==> config.mk <==
export PLATFORM = sky130hd
export DESIGN_NAME = mandelbrot_core
export DESIGN_NICKNAME = d
export VERILOG_FILES = /design/src/rtl/mandelbrot_core.sv
export SDC_FILE = /design/constraint.sdc
export NUM_CORES = 2
export LEC_CHECK = 0
export ABC_AREA = 1
export CORE_MARGIN = 10
export CORE_UTILIZATION = 35
export CTS_CLUSTER_DIAMETER = 100
export DETAILED_ROUTE_END_ITERATION = 10
export PLACE_DENSITY = 0.49
export SETUP_SLACK_MARGIN = 0.4
export SLEW_MARGIN = 30
export SYNTH_ARGS = -nofsm -noshare
export SYNTH_HDL_FRONTEND = slang
export SYNTH_SLANG_ARGS = --single-unit
==> constraint.sdc <==
create_clock -name clk -period 11.9 [get_ports clk]
set_input_delay 1.19 -clock clk [delete_from_list [all_inputs] [get_ports clk]]
set_output_delay 1.19 -clock clk [all_outputs]
set_load 0.005 [all_outputs]
==> src/rtl/mandelbrot_core.sv <==
// ---------------------------------------------------------------------------
// mandelbrot_core
//
// Fixed-point escape-time engine for the fractal pipeline. A complex point c
// (signed Q4.12) is accepted on a start request, then z <= z^2 + c is iterated
// from z = 0, one iteration per clock. The result is the number of iterations
// completed before |z|^2 exceeded 4.0. If the point never escapes, the result
// is MAX_ITER with escaped low.
//
// Ports:
//   clk         in   1       system clock
//   rst         in   1       synchronous, active-high reset
//   start       in   1       request; only looked at while idle
//   c_re        in   WIDTH   real part of c, latched on accepted start
//   c_im        in   WIDTH   imaginary part of c, latched on accepted start
//   busy        out  1       high while iterating
//   done        out  1       one-cycle pulse when the result is valid
//   iter_count  out  ITER_W  iteration count of the last completed point
//   escaped     out  1       1 = escaped, 0 = iteration cap reached
// ---------------------------------------------------------------------------
module mandelbrot_core #(
   parameter int WIDTH    = 16,
   parameter int FRAC     = 12,
   parameter int ITER_W   = 6,
   parameter int MAX_ITER = 63
) (
   input  logic              clk,
   input  logic              rst,
   input  logic              start,
   input  logic [WIDTH-1:0]  c_re,
   input  logic [WIDTH-1:0]  c_im,
   output logic              busy,
   output logic              done,
   output logic [ITER_W-1:0] iter_count,
   output logic              escaped
);

   // Full-precision product width, and a wider width for sums so that
   // neither the magnitude nor the z updates can wrap before clamping.
   localparam int PW = 2 * WIDTH;
   localparam int MW = PW + 2;

   localparam logic signed [MW-1:0] ESC_LIMIT = MW'(4) << FRAC;
   localparam logic signed [MW-1:0] SAT_MAX   = MW'((2 ** (WIDTH - 1)) - 1);
   localparam logic signed [MW-1:0] SAT_MIN   = ~SAT_MAX;
   localparam logic [ITER_W-1:0]    ITER_CAP  = ITER_W'(MAX_ITER);

   typedef enum logic {
      IDLE,
      ITER
   } state_t;

   state_t                   state;
   logic signed [WIDTH-1:0]  cr;
   logic signed [WIDTH-1:0]  ci;
   logic signed [WIDTH-1:0]  zr;
   logic signed [WIDTH-1:0]  zi;
   logic [ITER_W-1:0]        count;

   logic signed [PW-1:0]     ext_zr;
   logic signed [PW-1:0]     ext_zi;
   logic signed [PW-1:0]     zr2;
   logic signed [PW-1:0]     zi2;
   logic signed [PW-1:0]     zri;
   logic signed [MW-1:0]     mag;
   logic signed [MW-1:0]     next_re_wide;
   logic signed [MW-1:0]     next_im_wide;
   logic signed [WIDTH-1:0]  next_re;
   logic signed [WIDTH-1:0]  next_im;
   logic                     escape;

   // Clamp a wide intermediate back into the WIDTH-bit signed range.
   function automatic logic signed [WIDTH-1:0] sat(input logic signed [MW-1:0] v);
      logic signed [MW-1:0] clamped;
      if (v > SAT_MAX) begin
         clamped = SAT_MAX;
      end else if (v < SAT_MIN) begin
         clamped = SAT_MIN;
      end else begin
         clamped = v;
      end
      return clamped[WIDTH-1:0];
   endfunction

   // Sign-extend a product-width value to the wide sum width.
   function automatic logic signed [MW-1:0] ext_p(input logic signed [PW-1:0] v);
      return {{(MW - PW){v[PW-1]}}, v};
   endfunction

   // Sign-extend a WIDTH-bit value to the wide sum width.
   function automatic logic signed [MW-1:0] ext_w(input logic signed [WIDTH-1:0] v);
      return {{(MW - WIDTH){v[WIDTH-1]}}, v};
   endfunction

   // One iteration step. The squares and cross term are taken at full
   // precision and rescaled with arithmetic shifts; the magnitude and the
   // next z values are formed at MW bits so that nothing wraps, even when z
   // sits at the rails after saturation.
   always_comb begin
      ext_zr       = {{WIDTH{zr[WIDTH-1]}}, zr};
      ext_zi       = {{WIDTH{zi[WIDTH-1]}}, zi};
      zr2          = (ext_zr * ext_zr) >>> FRAC;
      zi2          = (ext_zi * ext_zi) >>> FRAC;
      zri          = (ext_zr * ext_zi) >>> FRAC;
      mag          = ext_p(zr2) + ext_p(zi2);
      escape       = (mag > ESC_LIMIT);
      next_re_wide = ext_p(zr2) - ext_p(zi2) + ext_w(cr);
      next_im_wide = (ext_p(zri) <<< 1) + ext_w(ci);
      next_re      = sat(next_re_wide);
      next_im      = sat(next_im_wide);
   end

   // Control FSM with registered outputs. A start while busy is simply not
   // looked at. Completion returns to IDLE in the same edge that raises done,
   // so a start held across the done cycle is accepted immediately. The
   // escape test takes priority over the cap test, and z is only advanced
   // when neither ends the point. Reset aborts any point silently.
   always_ff @(posedge clk) begin
      if (rst) begin
         state      <= IDLE;
         busy       <= 1'b0;
         done       <= 1'b0;
         iter_count <= '0;
         escaped    <= 1'b0;
         cr         <= '0;
         ci         <= '0;
         zr         <= '0;
         zi         <= '0;
         count      <= '0;
      end else begin
         done <= 1'b0;
         case (state)
            IDLE: begin
               if (start) begin
                  cr    <= c_re;
                  ci    <= c_im;
                  zr    <= '0;
                  zi    <= '0;
                  count <= '0;
                  busy  <= 1'b1;
                  state <= ITER;
               end
            end
            ITER: begin
               if (escape) begin
                  iter_count <= count;
                  escaped    <= 1'b1;
                  done       <= 1'b1;
                  busy       <= 1'b0;
                  state      <= IDLE;
               end else if (count == ITER_CAP) begin
                  iter_count <= ITER_CAP;
                  escaped    <= 1'b0;
                  done       <= 1'b1;
                  busy       <= 1'b0;
                  state      <= IDLE;
               end else begin
                  zr    <= next_re;
                  zi    <= next_im;
                  count <= count + 1'b1;
               end
            end
            default: begin
               state <= IDLE;
               busy  <= 1'b0;
            end
         endcase
      end
   end

endmodule

# After elaboration in Yosys (flattened, before gate mapping)
# Cells that the tools add are included.
[totals]
memories = 0
word_cells = 63
latchBits = 0
ramBits = 0
in_bits = 35
rom_bits = 0
regBits = 80
[op_classes]
bitwise_logic = 1
mux = 28
multipliers = 3
n_lt_le_gt_ge = 5
shift = 0
reduce_logical = 6
n_div = 0
add_sub_neg = 5
eq_ne = 5
[ops]
columns = ["op", "n"]
rows = [
  ["$mux W16", 9],
  ["$mul A16 B16 Y32", 3],
  ["$pmux W16 S2", 2],
  ["$add A21 B16 Y22", 2],
  ["$gt A22 B16 Y1 const B", 2],
  ["$lt A22 B16 Y1 const B", 2],
  ["$mux W6", 5],
  ["$add A20 B20 Y21", 1],
  ["$gt A21 B16 Y1 const B", 1],
  ["$sub A20 B20 Y21", 1],
  ["$pmux W6 S2", 1],
  ["$mux W1", 9],
  ["$add A6 B1 Y6 const B", 1],
  ["$eq A6 B6 Y1 const B", 1],
  ["$ne A2 B2 Y1 const B", 3],
  ["$reduce_and A2 Y1", 3],
  ["$pmux W1 S2", 2],
  ["$ne A3 B1 Y1 const B", 1],
  ["$reduce_and A3 Y1", 1],
  ["$reduce_bool A2 Y1", 1],
  ["$reduce_or A2 Y1", 1],
  ["$not A1 Y1", 1],
]

# Depth between registers and ports, before layout
[depth]
word_depth = 9
ltp_mapped = 52
ltp_nobuf = 51

# Worst setup path before layout
# OpenSTA, ideal clock, no wires.
[synth_timing]
path_type = "register to register"
startpoint = "register zr[10]"
endpoint = "register zr[10]"
arrival_ps = 8502
path_slack_ps = 3327
t_required_ps = 11829
setup_time_ps = 71
stages_incl_launch_ff = 48
n_path_buf = 3
path_cell_list = "dfxtp_1 clkbuf_1 clkbuf_1 nand2_1 inv_1 fa_1 inv_1 fa_1 inv_1 fa_1 inv_1 fa_1 inv_1 fa_1 inv_1 fa_1 inv_1 ha_1 [... 12 more ...] fa_1 inv_1 ha_1 nand2_1 nor4_1 nand2_1 nand2_1 a21oi_1 o21ai_0 nand2_1 a22oi_1 inv_1 nand2_1 inv_2 clkbuf_1 o21ai_0 nand3_2 a21oi_2"
[synth_between]
elab_chain_cells = 9
elab_cells_between_ends = 14
classes_between = "3 x add/sub; 1 x mul; 3 x order compare; 1 x eq/ne; 5 x mux; 1 x reduce/logical"
[synth_rtl]
columns = ["element", "line_no", "source"]
rows = [
  ["start, declared", "56", "logic signed [WIDTH-1:0] zr;"],
  ["start signal, assigned", "158", "zr <= next_re;"],
  ["$mul A16 B16 Y32 (*)", "102", "zr2 = (ext_zr * ext_zr) >>> FRAC;"],
  ["$sub A20 B20 Y21", "107", "next_re_wide = ext_p(zr2) - ext_p(zi2) + ext_w(cr);"],
  ["$add A21 B16 Y22", "107", ""],
  ["$lt A22 B16 Y1", "77", "end else if (v < SAT_MIN) begin"],
  ["$mux W16", "77", ""],
  ["$mux W16", "75", "if (v > SAT_MAX) begin"],
  ["$mux W16", "151", "end else if (count == ITER_CAP) begin"],
  ["$mux W16", "145", "if (escape) begin"],
  ["$pmux W16 S2", "132", "case (state)"],
]
# Mark *: on every way between the ends. The rest lies on a longest branch, timed or not. The select of a mux whose other input is x is not followed.
# A chain may end at the register's enable or synchronous reset.

# Worst setup path after layout
[layout_timing]
startpoint = "register zi[1]"
endpoint = "register zr[7]"
[layout_between]
elab_chain_cells = 9
elab_cells_between_ends = 14
classes_between = "3 x add/sub; 1 x mul; 3 x order compare; 1 x eq/ne; 5 x mux; 1 x reduce/logical"
[layout_rtl]
columns = ["element", "line_no", "source"]
rows = [
  ["start, declared", "57", "logic signed [WIDTH-1:0] zi;"],
  ["start signal, assigned", "159", "zi <= next_im;"],
  ["$mul A16 B16 Y32 (*)", "103", "zi2 = (ext_zi * ext_zi) >>> FRAC;"],
  ["$sub A20 B20 Y21", "107", ""],
  ["$add A21 B16 Y22", "107", ""],
  ["$lt A22 B16 Y1", "77", ""],
  ["$mux W16", "77", ""],
  ["$mux W16", "75", ""],
  ["$mux W16", "151", ""],
  ["$mux W16", "145", ""],
  ["$pmux W16 S2", "132", ""],
]
# Marked as above.

==> impl_metrics.yaml <==
run_status:
  run_status: "finished clean"
finish:
  drive_above_1_share_pct: 5.56
  area_growth_pct: 5.23
  n_antenna_cell: 0
  fin_cells: 5848
  fillers: 10940
  fin_nets: 5578
  seqCellArea_um2: 1610
  multiInputGateArea_um2: 28200
pwr:
  power.total_mw: 6.48
  p_leak_nw: 21.0
  max-vdd-ir-drop_uv: 477
  power_density_nw_per_um2: 172
synthesis:
  avgSynthCellArea_um2: 7.92
  synth_xor_area_share_pct: 3.54
  synthArstFlopShare_pct: 0
  synth_compound_area_share_pct: 5.38
  synth_seq_cells: 80
  synth_simple_gate_area_share_pct: 16.7
  synth-edff-count: 0
  syn-instance-count: 4532
  synthMuxAreaShare_pct: 0
  synthAdderAreaFrac_pct: 53.0
  syn-num-nets: 5635
  synth_cell_types: 56
  synth-seq-area-share_pct: 4.46
  synth_top_family_by_area: "adder cells"
  synth_top_flop_cell: "dfxtp_1"
  synth_area_um2: 35900
  yosysWarnings: 0
timing:
  clock.fmax_mhz: 98.5
  fin_crit_sh_pct: 85.4
  fin_ws_ns: 1.74
  finalHoldViolCount: 0
  min_period_ns: 10.16
  fin_tns_setup_ns: 0
  rsz0062_at_grt: "false"
  max_slew_margin_pct: 37.5
  skew_ns: 0.0154
  holdWs_ns: 0.484
  slew_viol_final: 0
  setup_viol: 0
  worst_pin_slew_ns: 0.931
cts:
  clk_latency_ns: 0.39
  cts.clk_slew.worst_paths_ns: 0.08
  cts-root-buf: "clkbuf_16"
  cts_resized: 0
  postCtsHoldBufs: 0
  cts_buffers: 9
  cts_setup_buffers: 0
  clock-sinks: 80
  cts_htree_levels: 3
  clk_path_buf_depth: 2
  cts_tree: "built"
floorplanning:
  initial_core_util_pct: 35.2
  num_rows: 117
  io_pins: 44
  die_y_um: 340
  die_area_um2: 116000
  die_w_um: 340
  coreArea_um2: 102000
flow_run:
  cap_violations: 0
setup_path:
  crit_path_start_kind: "flop"
  slowest_stage: "dfxtp_1"
  crit_arrival_ns: 10.48
  crit_path_max_incr_delay_ns: 0.92
  end_kind: "flop"
  crit_path_frequent_cell: "fa_1"
  worstSetupPathType: "reg2reg"
  worst-path-max-fanout: 21
  cp.required_ns: 12.22
route:
  ant_nets: 0
  drc_errors: 0
  wire_per_inst_um: 16.2
  vias_per_cell: 4.60
  vias: 26881
  wirelength_um: 94500
  drt-pass1-iter-count: 5
  drtIter0Drc: 1479
worst_hold_path:
  hp-class: "reg2reg"
global_routing:
  grt_pass1_vias: 28406
  antenna_found_initial: 1
  grt_start_max_net_pins: 58
  overflow: 0
  grt_pass1_wl_um: 156000
  grt_usage_pct: 16.9
place:
  portBuffers: 43
  place_ws_ns: 1.93
  gp_congestion: 0.898
  dp_hpwl_um: 78500
  dp_cells: 5832
final timing paths:
path / to / from / slack, ns / depth (start not counted)
setup / recovery: zr[7] / zi[1] / 1.74 / 36
hold / removal: iter_count[3] / iter_count[3] / 0.48 / 2
setup reg to reg: zr[7] / zi[1] / 1.74 / 36
hold reg to reg: iter_count[3] / iter_count[3] / 0.48 / 2
final cells by class:
| type | instances | share of cell area (%) |
|---|---|---|
| Tap cell | 1368 | 4.53 |
| Inverter | 1375 | 13.7 |
| Clock inverter | 7 | 0.225 |
| Multi-Input combinational cell | 2920 | 74.7 |
| Clock buffer | 9 | 0.596 |
| Sequential cell | 80 | 4.25 |
| Timing Repair Buffer | 89 | 2.04 |
logic make-up after synthesis:
family	after synthesis
fa+ha+maj	1068
xor+xnor	145
compound gates	339
flops	80
simple gates	1368
buf+inv	1532
metrics by stage:
stage          utilization [%]  instance area [µm²]
6_report                  37.1                37800
3_5_place_dp              36.8                37500
5_1_grt                   37.1                37800
3_3_place_gp              36.8                37500
2_1_floorplan                -                35900
4_1_cts                   37.1                37800
critical path, delay by kind of cell (launching register included):
family / cells / cell delay, ns
AND/OR/NAND/NOR: 11 / 1.55
adder cells (fa/ha/maj): 9 / 4.21
AO/OA/AOI/OAI: 11 / 2.43
buffers and inverters: 3 / 0.28
flip-flops: 1 / 0.92
XOR/XNOR: 2 / 0.67
cells in the mapped netlist, types with 11 or more instances:
library cell	n	area, µm²
nand3_2	46	460
nand3_1	101	505
a31oi_1	11	68.8
nand4_1	18	113
ha_1	314	3930
fa_1	754	15100
nand2_1	911	3420
nor3_1	19	95.1
nand2_2	47	294
nand2_4	11	124
nor2_1	172	646
a21oi_1	164	821
o21bai_1	12	90.1
inv_1	1361	5110
clkbuf_1	109	409
dfxtp_1	80	1600
xor2_1	80	701
o21ai_0	94	470
xnor2_1	65	569
a21oi_2	24	210
nor2_2	18	113
clkbuf_8	12	165
routing by layer:
metal	wire, µm	global-route usage [%]	vias up
met5	13	0	-
met4	1670	3.23	2
met3	4840	2.01	63
met2	43800	27.7	568
met1	44100	23.9	13314
li1	-	-	12934
state kept, by name, summed over array words and instances (netlist names):
| name | cells |
|---|---|
| state | 1 |
| zr | 16 |
| count | 6 |
| iter_count | 6 |
| escaped | 1 |
| cr | 16 |
| zi | 16 |
| busy | 1 |
| done | 1 |
| ci | 16 |
layout by cell type, fill, tap and decap left out, types with 3 or more instances in the layout:
cell type	synthesis	final
a21o_1	9	9
a21oi_1	164	164
a21oi_2	24	24
a31o_2	3	3
a31oi_1	11	11
buf_4	5	46
clkbuf_16	0	9
clkdlybuf4s50_1	0	42
dfxtp_1	80	77
dfxtp_2	0	3
fa_1	754	754
ha_1	314	314
inv_1	1361	1361
inv_2	10	10
inv_6	1	3
nand2_1	911	911
nand2_2	47	47
nand2_4	11	11
nand3_1	101	101
nand3_2	46	46
nand3b_1	3	3
nand4_1	18	18
nor2_1	172	171
nor2_2	18	19
nor2_4	5	5
nor3_1	19	19
nor4_1	4	4
o211ai_1	5	5
o21a_1	4	4
o21ai_0	94	94
o21bai_1	12	12
or2_2	6	6
xnor2_1	65	65
xor2_1	80	80
where the power goes:
part           switching (mW)  internal (mW)
Sequential             0.0974          0.327
Combinational            3.82           1.92
Clock                   0.153          0.167
Total                    4.07           2.41
No activity file was read; power rests on OpenSTA's default activity.
